File: src/rtl/rs_syndrome_calc.sv
// RS(N,K) syndrome calculator over GF(2^5) (x^5+x^2+1): Horner evaluation of the
// received polynomial at alpha^1..alpha^2T, one symbol per clock, result held until acked.

module gfadder (
    input  logic [4:0] a,
    input  logic [4:0] b,
    output logic [4:0] s
);
    assign s = a ^ b;
endmodule

// Multiply by a fixed field element; unrolls to a small XOR network.
module lcpmult #(
    parameter logic [4:0] COEF = 5'b00001
) (
    input  logic [4:0] a,
    output logic [4:0] p
);
    function automatic logic [4:0] mul_const(input logic [4:0] x_in);
        logic [4:0] x;
        logic [4:0] acc;
        x   = x_in;
        acc = '0;
        for (int i = 0; i < 5; i++) begin
            if (COEF[i]) acc = acc ^ x;
            x = {x[3:0], 1'b0} ^ (x[4] ? 5'b00101 : 5'b00000);
        end
        return acc;
    endfunction

    assign p = mul_const(a);
endmodule

module rs_syndrome_calc #(
    parameter int N = 31,
    parameter int T = 8
) (
    input  logic            clock,
    input  logic            reset_n,
    input  logic [4:0]      sym_in,
    input  logic            sym_valid,
    input  logic            sym_sop,
    output logic            sym_ready,
    output logic [10*T-1:0] syn_out,
    output logic            syn_valid,
    output logic            syn_zero,
    input  logic            syn_ack,
    output logic            sop_err
);
    localparam int         NSYN = 2 * T;
    localparam int         W    = 10 * T;
    localparam logic [4:0] LAST = 5'(N - 1);

    // alpha^j with the exponent reduced mod 31 (alpha has order 31).
    function automatic logic [4:0] alpha_pow(input int j);
        logic [4:0] p;
        int         e;
        e = j % 31;
        p = 5'b00001;
        for (int i = 0; i < 30; i++) begin
            if (i < e) p = {p[3:0], 1'b0} ^ (p[4] ? 5'b00101 : 5'b00000);
        end
        return p;
    endfunction

    typedef enum logic [1:0] {
        ST_IDLE  = 2'd0,
        ST_ACCUM = 2'd1,
        ST_WAIT  = 2'd2
    } state_t;

    state_t       state_q;
    state_t       state_d;
    logic [4:0]   count_q;
    logic [W-1:0] acc_q;
    logic [W-1:0] acc_mul;
    logic [W-1:0] acc_step;
    logic [W-1:0] acc_seed;
    logic [W-1:0] out_src;

    logic beat;
    logic out_free;
    logic seed_en;
    logic step_en;
    logic count_clr;
    logic out_from_step;
    logic out_from_acc;
    logic err_d;

    // One multiplier/adder pair per syndrome; S_j occupies bits [5j-1:5j-5].
    for (genvar k = 0; k < NSYN; k++) begin : g_horner
        localparam logic [4:0] AJ = alpha_pow(k + 1);
        lcpmult #(.COEF(AJ)) u_mul (
            .a (acc_q[5*k +: 5]),
            .p (acc_mul[5*k +: 5])
        );
        gfadder u_add (
            .a (acc_mul[5*k +: 5]),
            .b (sym_in),
            .s (acc_step[5*k +: 5])
        );
    end

    assign acc_seed  = {NSYN{sym_in}};
    assign sym_ready = (state_q != ST_WAIT);
    assign beat      = sym_valid & sym_ready;
    assign out_free  = ~syn_valid | syn_ack;

    always_ff @(posedge clock or negedge reset_n) begin
        if (!reset_n) state_q <= ST_IDLE;
        else          state_q <= state_d;
    end

    always_comb begin
        state_d       = state_q;
        seed_en       = 1'b0;
        step_en       = 1'b0;
        count_clr     = 1'b0;
        out_from_step = 1'b0;
        out_from_acc  = 1'b0;
        err_d         = 1'b0;
        case (state_q)
            ST_IDLE: begin
                if (beat) begin
                    if (sym_sop) begin
                        seed_en = 1'b1;
                        state_d = ST_ACCUM;
                    end else begin
                        err_d = 1'b1;
                    end
                end
            end
            ST_ACCUM: begin
                if (beat) begin
                    if (sym_sop) begin
                        seed_en = 1'b1;
                        err_d   = 1'b1;
                    end else if (count_q == LAST) begin
                        count_clr = 1'b1;
                        if (out_free) begin
                            out_from_step = 1'b1;
                            state_d       = ST_IDLE;
                        end else begin
                            // Output register still owned downstream: park the result in acc.
                            step_en = 1'b1;
                            state_d = ST_WAIT;
                        end
                    end else begin
                        step_en = 1'b1;
                    end
                end
            end
            ST_WAIT: begin
                if (syn_ack) begin
                    out_from_acc = 1'b1;
                    state_d      = ST_IDLE;
                end
            end
            default: state_d = ST_IDLE;
        endcase
    end

    always_ff @(posedge clock or negedge reset_n) begin
        if (!reset_n) begin
            acc_q   <= '0;
            count_q <= '0;
        end else begin
            if (seed_en)      acc_q <= acc_seed;
            else if (step_en) acc_q <= acc_step;

            if (seed_en)        count_q <= 5'd1;
            else if (count_clr) count_q <= '0;
            else if (step_en)   count_q <= count_q + 5'd1;
        end
    end

    assign out_src = out_from_acc ? acc_q : acc_step;

    always_ff @(posedge clock or negedge reset_n) begin
        if (!reset_n) begin
            syn_out   <= '0;
            syn_valid <= 1'b0;
            syn_zero  <= 1'b0;
            sop_err   <= 1'b0;
        end else begin
            sop_err <= err_d;
            if (out_from_step || out_from_acc) begin
                syn_out   <= out_src;
                syn_zero  <= ~|out_src;
                syn_valid <= 1'b1;
            end else if (syn_ack) begin
                syn_valid <= 1'b0;
            end
        end
    end
endmodule

File: config.mk
export PLATFORM = sky130hd
export DESIGN_NAME = rs_syndrome_calc
export DESIGN_NICKNAME = d
export VERILOG_FILES = /design/src/rtl/rs_syndrome_calc.sv
export SDC_FILE = /design/constraint.sdc
export NUM_CORES = 1
export LEC_CHECK = 0
export CORE_MARGIN = 3
export CORE_UTILIZATION = 41
export DETAILED_ROUTE_END_ITERATION = 7
export PLACE_DENSITY_LB_ADDON = 0.25
export SLEW_MARGIN = 15
export SYNTH_ARGS = -nofsm -noshare
export SYNTH_HDL_FRONTEND = slang
export SYNTH_SLANG_ARGS = --single-unit
File: constraint.sdc
create_clock -name clock -period 2.8 [get_ports clock]
set_input_delay 0.28 -clock clock [delete_from_list [all_inputs] [get_ports clock]]
set_output_delay 0.28 -clock clock [all_outputs]
set_load 0.01 [all_outputs]
Yosys cells after proc, flatten, opt, wreduce, memory -nomap -nowiden --
Index checks and enable logic that the tools add are counted.
Operators by class: reduce and logical (&&, ||, !) cells 9, bitwise logic cells 94, magnitude comparators 0, muxes and demuxes 89, shift operators 0, $mul 0, equality and inequality tests 10, add/subtract/negate cells 1, divide/modulo/power cells 0
Operators by type and width (number):
- $xor 5x5->5 | 91
- $mux 80 | 3
- $mux 3 | 51
- $reduce_or 80->1 | 1
- $mux 1 | 23
- $mux 5 | 3
- $mux 2 | 7
- $ne 2x2->1 const B | 7
- $pmux 2 s3 | 1
- $reduce_and 6->1 | 1
- $add 5x1->5 const B | 1
- $eq 5x5->1 const B | 1
- $reduce_bool 2->1 | 2
- $reduce_bool 3->1 | 1
- $eq 2x1->1 const B | 1
- $eq 2x2->1 const B | 1
- $logic_not 2->1 | 1
- $pmux 1 s2 | 1
- $reduce_or 2->1 | 1
- $and 1x1->1 | 1
- $logic_not 1->1 | 1
- $logic_or 1x1->1 | 1
- $not 1->1 | 1
- $or 1x1->1 | 1
Word-level totals: input port bits 10, word-level logic and storage cells 210, memories 0, RAM bits 0, register bits 170, output and inout port bits 84, memory bits (read-only) 0, bits in latches 0

Depth between registers and ports, before layout --
word-level depth 13, gate-level depth with buffers 12, depth with buffers taken out 10

Hierarchy --
A second synthesis with hierarchy kept.
Second synthesis, totals: cells, all modules 999, area, all modules 10396.2 um^2
Modules (own cells, without submodules):
- rs_syndrome_calc | instances 1, cells each 824, seq. area each 4254.1 um^2, area each 8505.7 um^2
- gfadder | instances 16, cells each 5, seq. area each 0.0 um^2, area each 43.8 um^2
- lcpmult (g_horner[10].u_mul ...) | instances 2, cells each 8, seq. area each 0.0 um^2, area each 91.3 um^2
- lcpmult (g_horner[4].u_mul ...) | instances 2, cells each 5, seq. area each 0.0 um^2, area each 73.8 um^2
- lcpmult (g_horner[7].u_mul) | instances 1, cells each 5, seq. area each 0.0 um^2, area each 111.4 um^2
- lcpmult (g_horner[8].u_mul) | instances 1, cells each 5, seq. area each 0.0 um^2, area each 103.8 um^2
- lcpmult (g_horner[13].u_mul) | instances 1, cells each 7, seq. area each 0.0 um^2, area each 88.8 um^2
- lcpmult (g_horner[6].u_mul) | instances 1, cells each 5, seq. area each 0.0 um^2, area each 88.8 um^2
- lcpmult (g_horner[12].u_mul) | instances 1, cells each 8, seq. area each 0.0 um^2, area each 78.8 um^2
- lcpmult (g_horner[9].u_mul) | instances 1, cells each 7, seq. area each 0.0 um^2, area each 76.3 um^2
- lcpmult (g_horner[14].u_mul) | instances 1, cells each 6, seq. area each 0.0 um^2, area each 73.8 um^2
- lcpmult (g_horner[15].u_mul) | instances 1, cells each 6, seq. area each 0.0 um^2, area each 60.1 um^2
- lcpmult (g_horner[3].u_mul) | instances 1, cells each 5, seq. area each 0.0 um^2, area each 57.6 um^2
- lcpmult (g_horner[2].u_mul) | instances 1, cells each 5, seq. area each 0.0 um^2, area each 41.3 um^2
- 2 more rows

Least setup slack after synthesis --
OpenSTA, ideal clock, no wires.
path type reg2reg, from register count_q[0], to register syn_zero, arrival time 2.306 ns, period minus slack after synthesis 2.373 ns, setup time 0.067 ns, path slack 0.427 ns, stages on the path, launching flop included 13, buffers on the path 2, path through dfrtp_1 inv_1 ha_1 and4_1 clkbuf_1 nand2_1 o22a_1 clkbuf_1 o21bai_1 nor4_1 nand4_1 nor4_2 a32o_2
Between the ends: word-level cells in the longest chain between the ends 6
Ends and longest elaborated chain:
- from (decl) | line 74 | logic [4:0] count_q;
- from (signal assigned) | line 173 | else if (step_en) count_q <= count_q + 5'd1;
- $eq 5x5->1 | line 138 | end else if (count_q == LAST) begin
- $mux 1 | line 138
- $mux 1 | line 135 | if (sym_sop) begin
- $mux 1 | line 134 | if (beat) begin
- $mux 1 | line 122 | case (state_q)
- $logic_or 1x1->1 | line 187 | if (out_from_step || out_from_acc) begin
- to (signal assigned) | line 189 | syn_zero <= ~|out_src;
- to (decl) | line 46 | output logic syn_zero,
Every way passes these cells. A chain may end at the register's enable or synchronous reset.

Worst setup path in the final report --
from register acc_q[57], to register syn_zero
Between the ends: word-level cells in the longest chain between the ends 9, elaborated cells on any way between the ends 10, classes of those cells mux: 2; bitwise: 6; reduce/logical: 2
Ends and longest elaborated chain:
- from (decl) | line 75 | logic [W-1:0] acc_q;
- from (signal assigned) | line 168 | if (seed_en) acc_q <= acc_seed;
- from (signal assigned) | line 169 | else if (step_en) acc_q <= acc_step;
- $xor 5x5->5 (2 in a row) | line 26 | x = {x[3:0], 1'b0} ^ (x[4] ? 5'b00101 : 5'b00000);
- $mux 3 | line 26
- $xor 5x5->5 | line 26
- $xor 5x5->5 | line 25 | if (COEF[i]) acc = acc ^ x;
- $xor 5x5->5 | line 9 | assign s = a ^ b;
- $mux 80 (*) | line 177 | assign out_src = out_from_acc ? acc_q : acc_step;
- $reduce_or 80->1 (*) | line 189
- $logic_not 1->1 (*) | line 189
Every way passes the cells marked *; elsewhere a longest branch is shown, timed or not.

==> results.md <==
- Max IR drop VDD: around 0.56 mV
- Count of pins over their slew limit: 0
- Final TNS setup: 0 ns
- Maximum clock path buffer count: 2
- Met3 GRT Util: a little under 4%
- Drt wl/cell: between 20 and 25 um
- Mapped Area: 0.0109 mm^2
- Number of synthesized flops with an enable pin: 0
- Placed inst area: 0.0126 mm^2
- Least-Margin Pin Slew: 0.677 ns
- Final instance area: 0.0132 mm^2
- Commonest non-fill, non-tap cell in the layout: dfrtp_1
- Initial antenna violation count: 0
- Status: finished clean
- Post-Syn Instances: about 1300
- CTS buffer count: 17
- Top achievable clock speed: about 0.37 GHz
- Fin crit share: 95.7%
- Remaining DRCs: 0
- Share of synthesized flip-flops with an asynchronous set or reset: 100%
- Global routing's busiest layer: met2
- Avg Cell Area, Syn: 8.45 um^2
- Power density cells: between 1000 and 1500 mW/mm^2
- Final Hold Fails: 0
- Max transition margin: 54.8%
- Most frequent cells in the layout: dfrtp_1 (170), nand2_1 (156), o21ai_0 (145)
- Vias after detailed routing: 9934
- Ys flop type: dfrtp_1
- Hold Path Cell Cnt: 3
- Pre-Repair DR Iteration Count: 8
- Largest net degree at the start of global routing: 154
- Crit Path Category: reg -> reg
- CTS sink cnt: 170
- Unrepaired setup endpoints after global routing: no
- GP Congestion: 0.927
- Synth Warn #: 0
- Diode count: 0
- Post-synthesis register bit count: between 150 and 200
- GR met1 Demand/Resource: 36.4%
- Final setup fails: 0
- Reg2reg path depth: 8
- ANT nets after route: 0
- Total of max-cap violations: 0
- Share of cells above drive strength 1: 11.6%
- Yosys top cell by area: dfrtp_1
- HPWL Detailed: 25500 um
- Clk Latency, worst-skew pair: between 0.4 and 0.5 ns
- Clk_skew: around 0.016 ns
- Grt total ovfl: 0
- Vert. Die Dim: 169 um
- Critical-path maximum fanout: 4
- Vias per cell: 5.78
- Met2 GRT Util: 38.2%
- First-pass GRT wire length: 55200 um
- Critical Path RT: 3.17 ns
- Netlist cell types: 63
- Root buffer cell: clkbuf_16
- Nets@finish: 1384
- Synth top area share: 38.9%
- Period minus WS final: approximately 2.7 ns
- Cell Rows: 59
- Tot GR Track Use: 24.7%
- Core Box Area: 0.0261 mm^2
- Top cells by area, synth: dfrtp_1 (39%), xnor2_1 (10%), o21ai_0 (6.6%)
- Setup Fix Bufs, Post-CTS: 0
- Area Overhead vs Synth: 20.9%
- Die area: 0.0286 mm^2
- CTS tree: built
- Hold Crit Class: in -> reg
- I/O Pins: 94
- Startpoint Class: flip-flop
- CTS HTree Levels: 4
- Clk pin slew, worst setup/hold paths: about 0.070 ns
- Initial drt markers: 1167
- Sequential-to-total area share from yosys stat: 38.9%
- Leak: 5.80 nW
- Critical path capture point type: flip-flop
- Number of global-route vias before repair: 9110
- Synthesized net count: 1305
- Initial core utilization: around two fifths
- Input/output buffers: 93
- Final wirelength: 35700 um
- Die Wd: 169 um
- Arr. time, crit path: 3.05 ns
-- state kept, by name (all words and copies together) (netlist names) --
register,count
acc_q,80
syn_out,80
count_q,5
state_q,2
sop_err,1
syn_valid,1
syn_zero,1
-- final timing paths --
check / startpoint / end / slack, ns
setup / recovery: acc_q[57] / syn_zero / 0.12
hold / removal: sym_in[4] / acc_q[29] / 0.29
setup reg to reg: acc_q[57] / syn_zero / 0.12
hold reg to reg: syn_out[38] / syn_out[38] / 0.48
max in group asynchronous: reset_n / syn_out[46] / 1.62
min in group asynchronous: reset_n / syn_out[29] / 0.39
-- synth_stat cells, types with 2 or more instances --
cell	count
a211o_1	6
a211oi_1	4
a21o_1	3
a21oi_1	67
a221o_1	20
a222oi_1	23
a22oi_1	10
a31oi_1	7
and2_1	16
and3_1	5
buf_1	13
buf_2	18
clkbuf_1	97
dfrtp_1	170
ha_1	2
inv_1	31
inv_2	2
mux2_2	9
mux2i_1	11
nand2_1	157
nand2b_1	4
nand3_1	13
nand3b_1	4
nand4_1	8
nor2_1	115
nor2b_1	4
nor3_1	47
nor4_1	7
o2111ai_1	2
o211ai_1	15
o21ai_0	145
o21ai_1	20
o221ai_1	4
o22ai_1	3
o31ai_1	4
o32ai_1	3
o41ai_1	3
or4_1	5
xnor2_1	126
xnor3_1	9
xor2_1	59
-- critical path, cell delays in order (launching register included) --
cell     delay [ns]
dfrtp_1        0.45
xnor2_2        0.21
xnor2_1        0.41
xor2_1         0.31
xnor2_1        0.10
mux2i_1        0.41
nand2_1        0.13
nor4_2         0.35
a32o_2         0.24
-- layer usage --
layer / wire length [um] / vias to the layer above / share of wire (%)
li1: - / 4614 / -
met4: 734 / 0 / 2.1
met3: 3040 / 53 / 8.5
met2: 16100 / 501 / 45
met1: 15900 / 4766 / 44
met5: 0 / - / 0
-- report_power, final --
| part | internal, mW | switching, mW | total (mW) |
|---|---|---|---|
| sequential | 3.08 | 1.13 | 4.21 |
| clock | 1.18 | 1.14 | 2.32 |
| combinational | 4.32 | 5.54 | 9.86 |
-- stage by stage --
stage	utilization, %	instances	hold slack (ns)	setup WS [ns]	power (mW)
global route	50.6	1719	0.304	0.0139	17.4
finish	50.6	1719	0.288	0.120	16.4
detailed placement	48.3	1687	0.302	-0.0955	13.8
floorplan	-	1293	-0.0156	0.427	10.2
CTS	50.4	1719	0.280	0.0199	16.1
global placement	48.3	1687	0.305	-0.137	13.6
-- kinds of logic (layout without fill, tap and decap cells) --
logic type                 count (synthesis)  in the layout  synth area share (%)
adders and majority gates                  2              2                 0.229
DFF                                      170            170                  38.9
muxes                                     20             20                  1.94
xor gates and xnor gates                 198            198                  17.4
AOI/OAI and AO/OA                        347            347                  19.7
and+or+nand+nor                          394            394                  15.9
buffers and inverters                    162            253                  5.84
-- final cells by class --
class / count / area [um^2]
tap: 335 / 419
sequential: 170 / 4250
fill: 2452 / 12900
inverter: 33 / 124
clock buffer: 18 / 439
multi-input combinational: 961 / 6110
timing repair buffer: 189 / 1760
clock inverter: 13 / 109
-- what timing repair did --
action                                  CTS  global route
endpoints found under the hold margin    57             0
endpoints found under the setup margin    1             2
gates resized for setup                   1             6
hold buffers                              1             0
Note: power is estimated with default switching activity, not from simulation.
